### src/rtl/pipelined_add_sub.sv
// pipelined_add_sub: STAGES-deep pipelined ripple-carry adder/subtractor with valid/ready flow control
//   clock, reset            rising-edge clock, asynchronous active-high reset
//   io_in_valid/io_in_ready input handshake; io_A, io_B, io_Cin, io_Sub operands and mode
//   io_out_valid/io_out_ready output handshake; io_Sum, io_Cout, io_Ovf result
module pipelined_add_sub #(
    parameter int WIDTH  = 16,
    parameter int STAGES = 4
) (
    input  logic             clock,
    input  logic             reset,
    input  logic             io_in_valid,
    output logic             io_in_ready,
    input  logic [WIDTH-1:0] io_A,
    input  logic [WIDTH-1:0] io_B,
    input  logic             io_Cin,
    input  logic             io_Sub,
    output logic             io_out_valid,
    input  logic             io_out_ready,
    output logic [WIDTH-1:0] io_Sum,
    output logic             io_Cout,
    output logic             io_Ovf
);
    localparam int CHUNK = WIDTH / STAGES;
    logic             valid_q [STAGES];
    logic             c_q     [STAGES];
    logic [WIDTH-1:0] a_q     [STAGES];
    logic [WIDTH-1:0] b_q     [STAGES];
    logic [WIDTH-1:0] s_q     [STAGES];
    logic             ovf_q;
    logic [STAGES:0]  rdy;
    // rdy[k+1] is the downstream readiness seen by stage k; a stage is ready when empty or draining
    always_comb begin
        rdy[STAGES] = io_out_ready;
        for (int k = STAGES - 1; k >= 0; k--)
            rdy[k] = ~valid_q[k] | rdy[k+1];
    end
    for (genvar k = 0; k < STAGES; k++) begin : g_st
        logic             v_in, c_in;
        logic [WIDTH-1:0] a_in, b_in, s_in, s_n;
        logic [CHUNK:0]   t;
        if (k == 0) begin : g_first
            assign v_in = io_in_valid;
            assign a_in = io_A;
            assign b_in = io_Sub ? ~io_B : io_B;
            assign c_in = io_Sub ^ io_Cin;
            assign s_in = '0;
        end else begin : g_next
            assign v_in = valid_q[k-1];
            assign a_in = a_q[k-1];
            assign b_in = b_q[k-1];
            assign c_in = c_q[k-1];
            assign s_in = s_q[k-1];
        end
        assign t = {1'b0, a_in[k*CHUNK +: CHUNK]} + {1'b0, b_in[k*CHUNK +: CHUNK]} + {{CHUNK{1'b0}}, c_in};
        always_comb begin
            s_n = s_in;
            s_n[k*CHUNK +: CHUNK] = t[CHUNK-1:0];
        end
        // data only loads with a real transfer so outputs stay 0 after reset until a result arrives
        always_ff @(posedge clock or posedge reset) begin
            if (reset) begin
                valid_q[k] <= 1'b0;
                c_q[k]     <= 1'b0;
                a_q[k]     <= '0;
                b_q[k]     <= '0;
                s_q[k]     <= '0;
            end else if (rdy[k]) begin
                valid_q[k] <= v_in;
                if (v_in) begin
                    c_q[k] <= t[CHUNK];
                    a_q[k] <= a_in;
                    b_q[k] <= b_in;
                    s_q[k] <= s_n;
                end
            end
        end
        if (k == STAGES - 1) begin : g_last
            // carry into the MSB is recovered from the MSB sum bit and its operand bits
            always_ff @(posedge clock or posedge reset) begin
                if (reset)
                    ovf_q <= 1'b0;
                else if (rdy[k] && v_in)
                    ovf_q <= t[CHUNK] ^ (a_in[WIDTH-1] ^ b_in[WIDTH-1] ^ t[CHUNK-1]);
            end
        end
    end
    assign io_in_ready  = rdy[0];
    assign io_out_valid = valid_q[STAGES-1];
    assign io_Sum       = s_q[STAGES-1];
    assign io_Cout      = c_q[STAGES-1];
    assign io_Ovf       = ovf_q;
endmodule
### config.mk
export PLATFORM = sky130hd
export DESIGN_NAME = pipelined_add_sub
export DESIGN_NICKNAME = d
export VERILOG_FILES = /design/src/rtl/pipelined_add_sub.sv
export SDC_FILE = /design/constraint.sdc
export NUM_CORES = 1
export LEC_CHECK = 0
export CAP_MARGIN = 20
export CORE_ASPECT_RATIO = 0.5
export CORE_MARGIN = 1
export CORE_UTILIZATION = 30
export CTS_CLUSTER_SIZE = 30
export DETAILED_ROUTE_END_ITERATION = 10
export GPL_ROUTABILITY_DRIVEN = 0
export GPL_TIMING_DRIVEN = 0
export PLACE_DENSITY = 0.46
export SYNTH_ARGS = -nofsm -noshare
export SYNTH_HDL_FRONTEND = slang
export SYNTH_SLANG_ARGS = --single-unit
### constraint.sdc
create_clock -name clock -period 5.3 [get_ports clock]
set_input_delay 0.53 -clock clock [delete_from_list [all_inputs] [get_ports clock]]
set_output_delay 0.53 -clock clock [all_outputs]
set_load 0.01 [all_outputs]
=== Word level (Yosys, flattened, before mapping) ===
Index checks and enable logic that the tools add are counted.

* $add $sub $neg: 8
* Mux-type cells: 1
* Bitwise logic cells: 13
* Reduce and logical (&&, ||, !) cells: 5

{| class="wikitable"
|+ Operators with widths
! kind !! number
|-
| $add A4 B4 Y5 || 4
|-
| $add A5 B1 Y5 || 4
|-
| $mux W16 || 1
|-
| $not A16 Y16 || 1
|-
| $reduce_and A2 Y1 || 4
|-
| $not A1 Y1 || 4
|-
| $or A1 B1 Y1 || 4
|-
| $xor A1 B1 Y1 || 4
|-
| $logic_and A1 B1 Y1 || 1
|}

* Register bits: 145

=== Logic depth before layout (Yosys ltp) ===
* Depth in word-level cells: 6
* Mapped depth: 8
* Mapped depth without buffers: 7

=== Worst setup path after synthesis ===
OpenSTA, ideal clock, no wires.

* Path type: input to register
* From: input io_Sub
* To: register c_q (netlist bit g_st[1].c_in)
* Setup time: 127 ps
* Arrival time: 2290 ps
* Slack: 2883 ps
* Stages on the path: 8
* Buffers on the path: 2
* Path through: buf_2 > buf_2 > xor2_1 > fa_1 > fa_1 > a21o_1 > a21oi_1 > o21ai_0

* Longest elaborated chain between the ends: 3
* Elaborated cells between the ends (all ways): 4
* Those cells by class: add/sub: 2; mux: 1; bitwise: 1

{| class="wikitable"
|+ RTL lines
! item !! line !! source
|-
| from (decl) || 16 || <nowiki>input logic io_Sub,</nowiki>
|-
| $mux W16 || 44 || <nowiki>assign b_in = io_Sub ? ~io_B : io_B;</nowiki>
|-
| $add A4 B4 Y5 || 54 || <nowiki>assign t = {1'b0, a_in[k*CHUNK +: CHUNK]} + {1'b0, b_in[k*CHUNK +: CHUNK]} + {{CHUNK{1'b0}}, c_in};</nowiki>
|-
| $add A5 B1 Y5 (*) || 54 ||
|-
| to (signal, indexed assignment) || 70 || <nowiki>c_q[k] <= t[CHUNK];</nowiki>
|-
| to (decl) || 25 || <nowiki>logic c_q [STAGES];</nowiki>
|}

Every way passes the cells marked *; elsewhere a longest branch is shown, timed or not.
A chain may end at the register's enable or synchronous reset.

=== Worst setup path after layout ===
* From: input io_out_ready
* To: output io_in_ready

* Longest elaborated chain between the ends: 4

{| class="wikitable"
|+ RTL lines
! item !! line !! source
|-
| from (decl) || 18 || <nowiki>input logic io_out_ready,</nowiki>
|-
| $or A1 B1 Y1 (4 in series) || 35 || <nowiki>rdy[k] = ~valid_q[k] | rdy[k+1];</nowiki>
|-
| to (decl) || 12 || <nowiki>output logic io_in_ready,</nowiki>
|}

Every way passes these cells.

==> run metrics <==
largest family of logic cells by synthesized area=multiplexers; Clock Path Buffers=2; Clock Tree Root=clkbuf_16; Clock Latency Late Sink=0.34 ns; Mapped Nets=approximately 370; area grow syn2layout=26.5%; Final ANT Viol Nets=0; Layout Skew=0.00785 ns; Worst-Margin Slew=0.425 ns; total power=0.00258 W; gr ovfl total=0; post-layout util=0.393; half-perimeter wire length after placement=6100 um; DR iter-0 viols=100; Layout fillers=~1300; Starting Density=0.310; run status=completed; reg2reg setup slack=3.25 ns; Required @ worst endpoint=about 4.8 ns; cts repair resizes=0; die footprint=0.0147 mm^2; hold path startpoint=g_st[3].s_in[11]; largest net degree at the start of global routing=67; Placeable Area=0.0137 mm^2; Post-Synth XOR/XNOR Area=0.0536; NumNets Final=440; WL final=8300 um; IO Pins=58; CP max FO=4; share of the synthesized area in the top cell type=0.571; kind of critical path=input pin to output pin; CTS tree=built; Residual DRC=0; Final WS setup=2.65 ns; chip height=~86 um; Cells after Synth=314; via/cell ratio=4.29; initial antenna violation count=0; Routed WL per cell=14.4 um; largest area contributor in the netlist=dfrtp_1; Slew Viols, Final=0; Cell variety after synth=21; P per Cell Area=481 mW/mm^2; Max VDD drop=168 uV; FF-to-FF path depth=6; simple-gate portion of the synthesized area=0.0400; Total GRT Usage=0.127; Worst setup EP type=output pin; Slew headroom=0.716; sequential-to-total area share from yosys stat=0.571; vias in the first global route=between 2000 and 3000; first-pass GRT wire length=14000 um; final hold slack=0.475 ns; pre-CTS setup slack=2.57 ns; HP Class=flip-flop to flip-flop; Ys Warns=0; hold path depth=2; CTS Sinks=97; setup_tns=0 ns; Post-CTS Setup Inserts=0; share of layout cells above drive strength 1=0.228; top cells by area, synth=dfrtp_1 (57%), mux2_2 (15%), fa_1 (3.8%); FF-to-FF End=io_Ovf; Syn Area/Cell=between 10 and 15 um^2; max cap viols=0; CP Launch Type=input pin; cts bufs inserted=9; Finish-stage setup viols=0; Reg clk slew, reported paths=0.06 ns; Post-Synth Adder-Cell Area=0.0730; Crit path arrival time=between 2 and 2.5 ns; count of port buffers added during placement=56; register bit total from synthesis=97; Syn Std Cell Area=0.00425 mm^2; htree depth=3; Final min period=around 2.7 ns; RSZ-0062 raised after global routing=no; routed via count=~2500; DRT Pass-1 Iters=4; Reg2Reg Launch Point=g_st[3].c_in; Row Count=30; Max Fclk=377 MHz; Die Wd=about 170 um; post-synthesis compound-gate area fraction=0.0592; hold endpoint=g_st[3].s_in[11]; fin crit share=0.501; hold violation count in the final report=0; Inserted Diodes=0; share of synthesized area spent on multiplexers=0.175; Pleak=about 2.4 nW; cts hold-fix bufs=0
==> critical path: stages <==
cell and delay, ns:
clkdlybuf4s50_1 0.46, nand4b_2 0.30, or2_2 0.35, clkdlybuf4s50_1 0.48
==> state kept, by name (all words and copies together) (netlist names) <==
register      cells
g_st.a_in        24
g_st.b_in        24
g_st.c_in         3
g_st.s_in        24
g_st.v_in         3
io_Cout           1
io_Ovf            1
io_Sum           16
io_out_valid      1
==> logic make-up after synthesis <==
kind of cell | Yosys count
AO/OA/AOI/OAI | 44
XOR/XNOR | 26
adder cells (fa/ha/maj) | 20
buffers and inverters | 23
flip-flops | 97
multiplexers | 66
AND/OR/NAND/NOR | 38
==> synth_stat cells <==
| library cell | count |
|---|---|
| xnor2_1 | 14 |
| fa_1 | 8 |
| ha_1 | 12 |
| nor2_1 | 1 |
| o21ai_4 | 1 |
| mux2_1 | 10 |
| buf_6 | 2 |
| nand4b_2 | 1 |
| nand2b_1 | 4 |
| nand2_1 | 30 |
| dfrtp_1 | 97 |
| or2_2 | 1 |
| buf_2 | 9 |
| buf_4 | 2 |
| a21o_1 | 8 |
| inv_1 | 10 |
| o21ai_0 | 26 |
| nand3b_1 | 1 |
| a21oi_1 | 9 |
| xor2_1 | 12 |
| mux2_2 | 56 |
==> layout by cell type (no fill, tap or decap), types with 4 or more instances in the layout <==
cell type,n
fa_1,8
ha_1,12
mux2_1,10
dfrtp_1,97
nand2_1,30
o21ai_0,26
xnor2_1,14
nand2b_1,4
buf_2,9
a21o_1,8
inv_1,9
clkbuf_16,9
clkdlybuf4s50_1,56
mux2_2,56
xor2_1,12
a21oi_1,9
==> per-stage QoR <==
stage                     std cells  area (um^2)
after floorplan                 314         4250
after global placement          562         5050
after detailed placement        563         5080
after CTS                       578         5380
after global routing            578         5380
final                           578         5380
==> worst max path at each step <==
stage	slack [ns]	from	cells after the start	to
finish	2.65	io_out_ready	4	io_in_ready
global route	2.59	io_out_ready	4	io_in_ready
CTS	2.63	io_out_ready	4	io_in_ready
detailed placement	2.57	io_Sub	8	g_st[1].c_in
global placement	0.73	reset	2	io_Sum[3]
floorplan	2.24	reset	1	g_st[1].a_in[10]
==> power breakdown <==
group          switching, W  leakage, nW  internal, W  total (W)
registers          0.000143         1.16     0.000999    0.00114
clock network      0.000263        0.148     0.000387   0.000650
logic              0.000326         1.05     0.000466   0.000792
total              0.000732         2.35      0.00185    0.00258
==> per-layer routing <==
metal,global-route usage,vias up,wire (um)
met5,0,-,0
met4,0.0369,0,97
met3,0.0374,8,242
met2,0.194,34,3730
met1,0.176,1234,4230
li1,-,1205,-
==> final cells by class <==
cell class | count | area (um^2) | share of cell area
plain buffers | 13 | 82.6 | 0.0154
clock buffers | 12 | 256 | 0.0477
clock inverters | 3 | 40.0 | 0.00745
inverters | 10 | 40.0 | 0.00745
multi-input cells | 194 | 1700 | 0.317
flip-flops and latches | 97 | 2430 | 0.451
well taps | 192 | 240 | 0.0447
repair buffers | 57 | 588 | 0.109
Note: power is estimated with default switching activity, not from simulation.
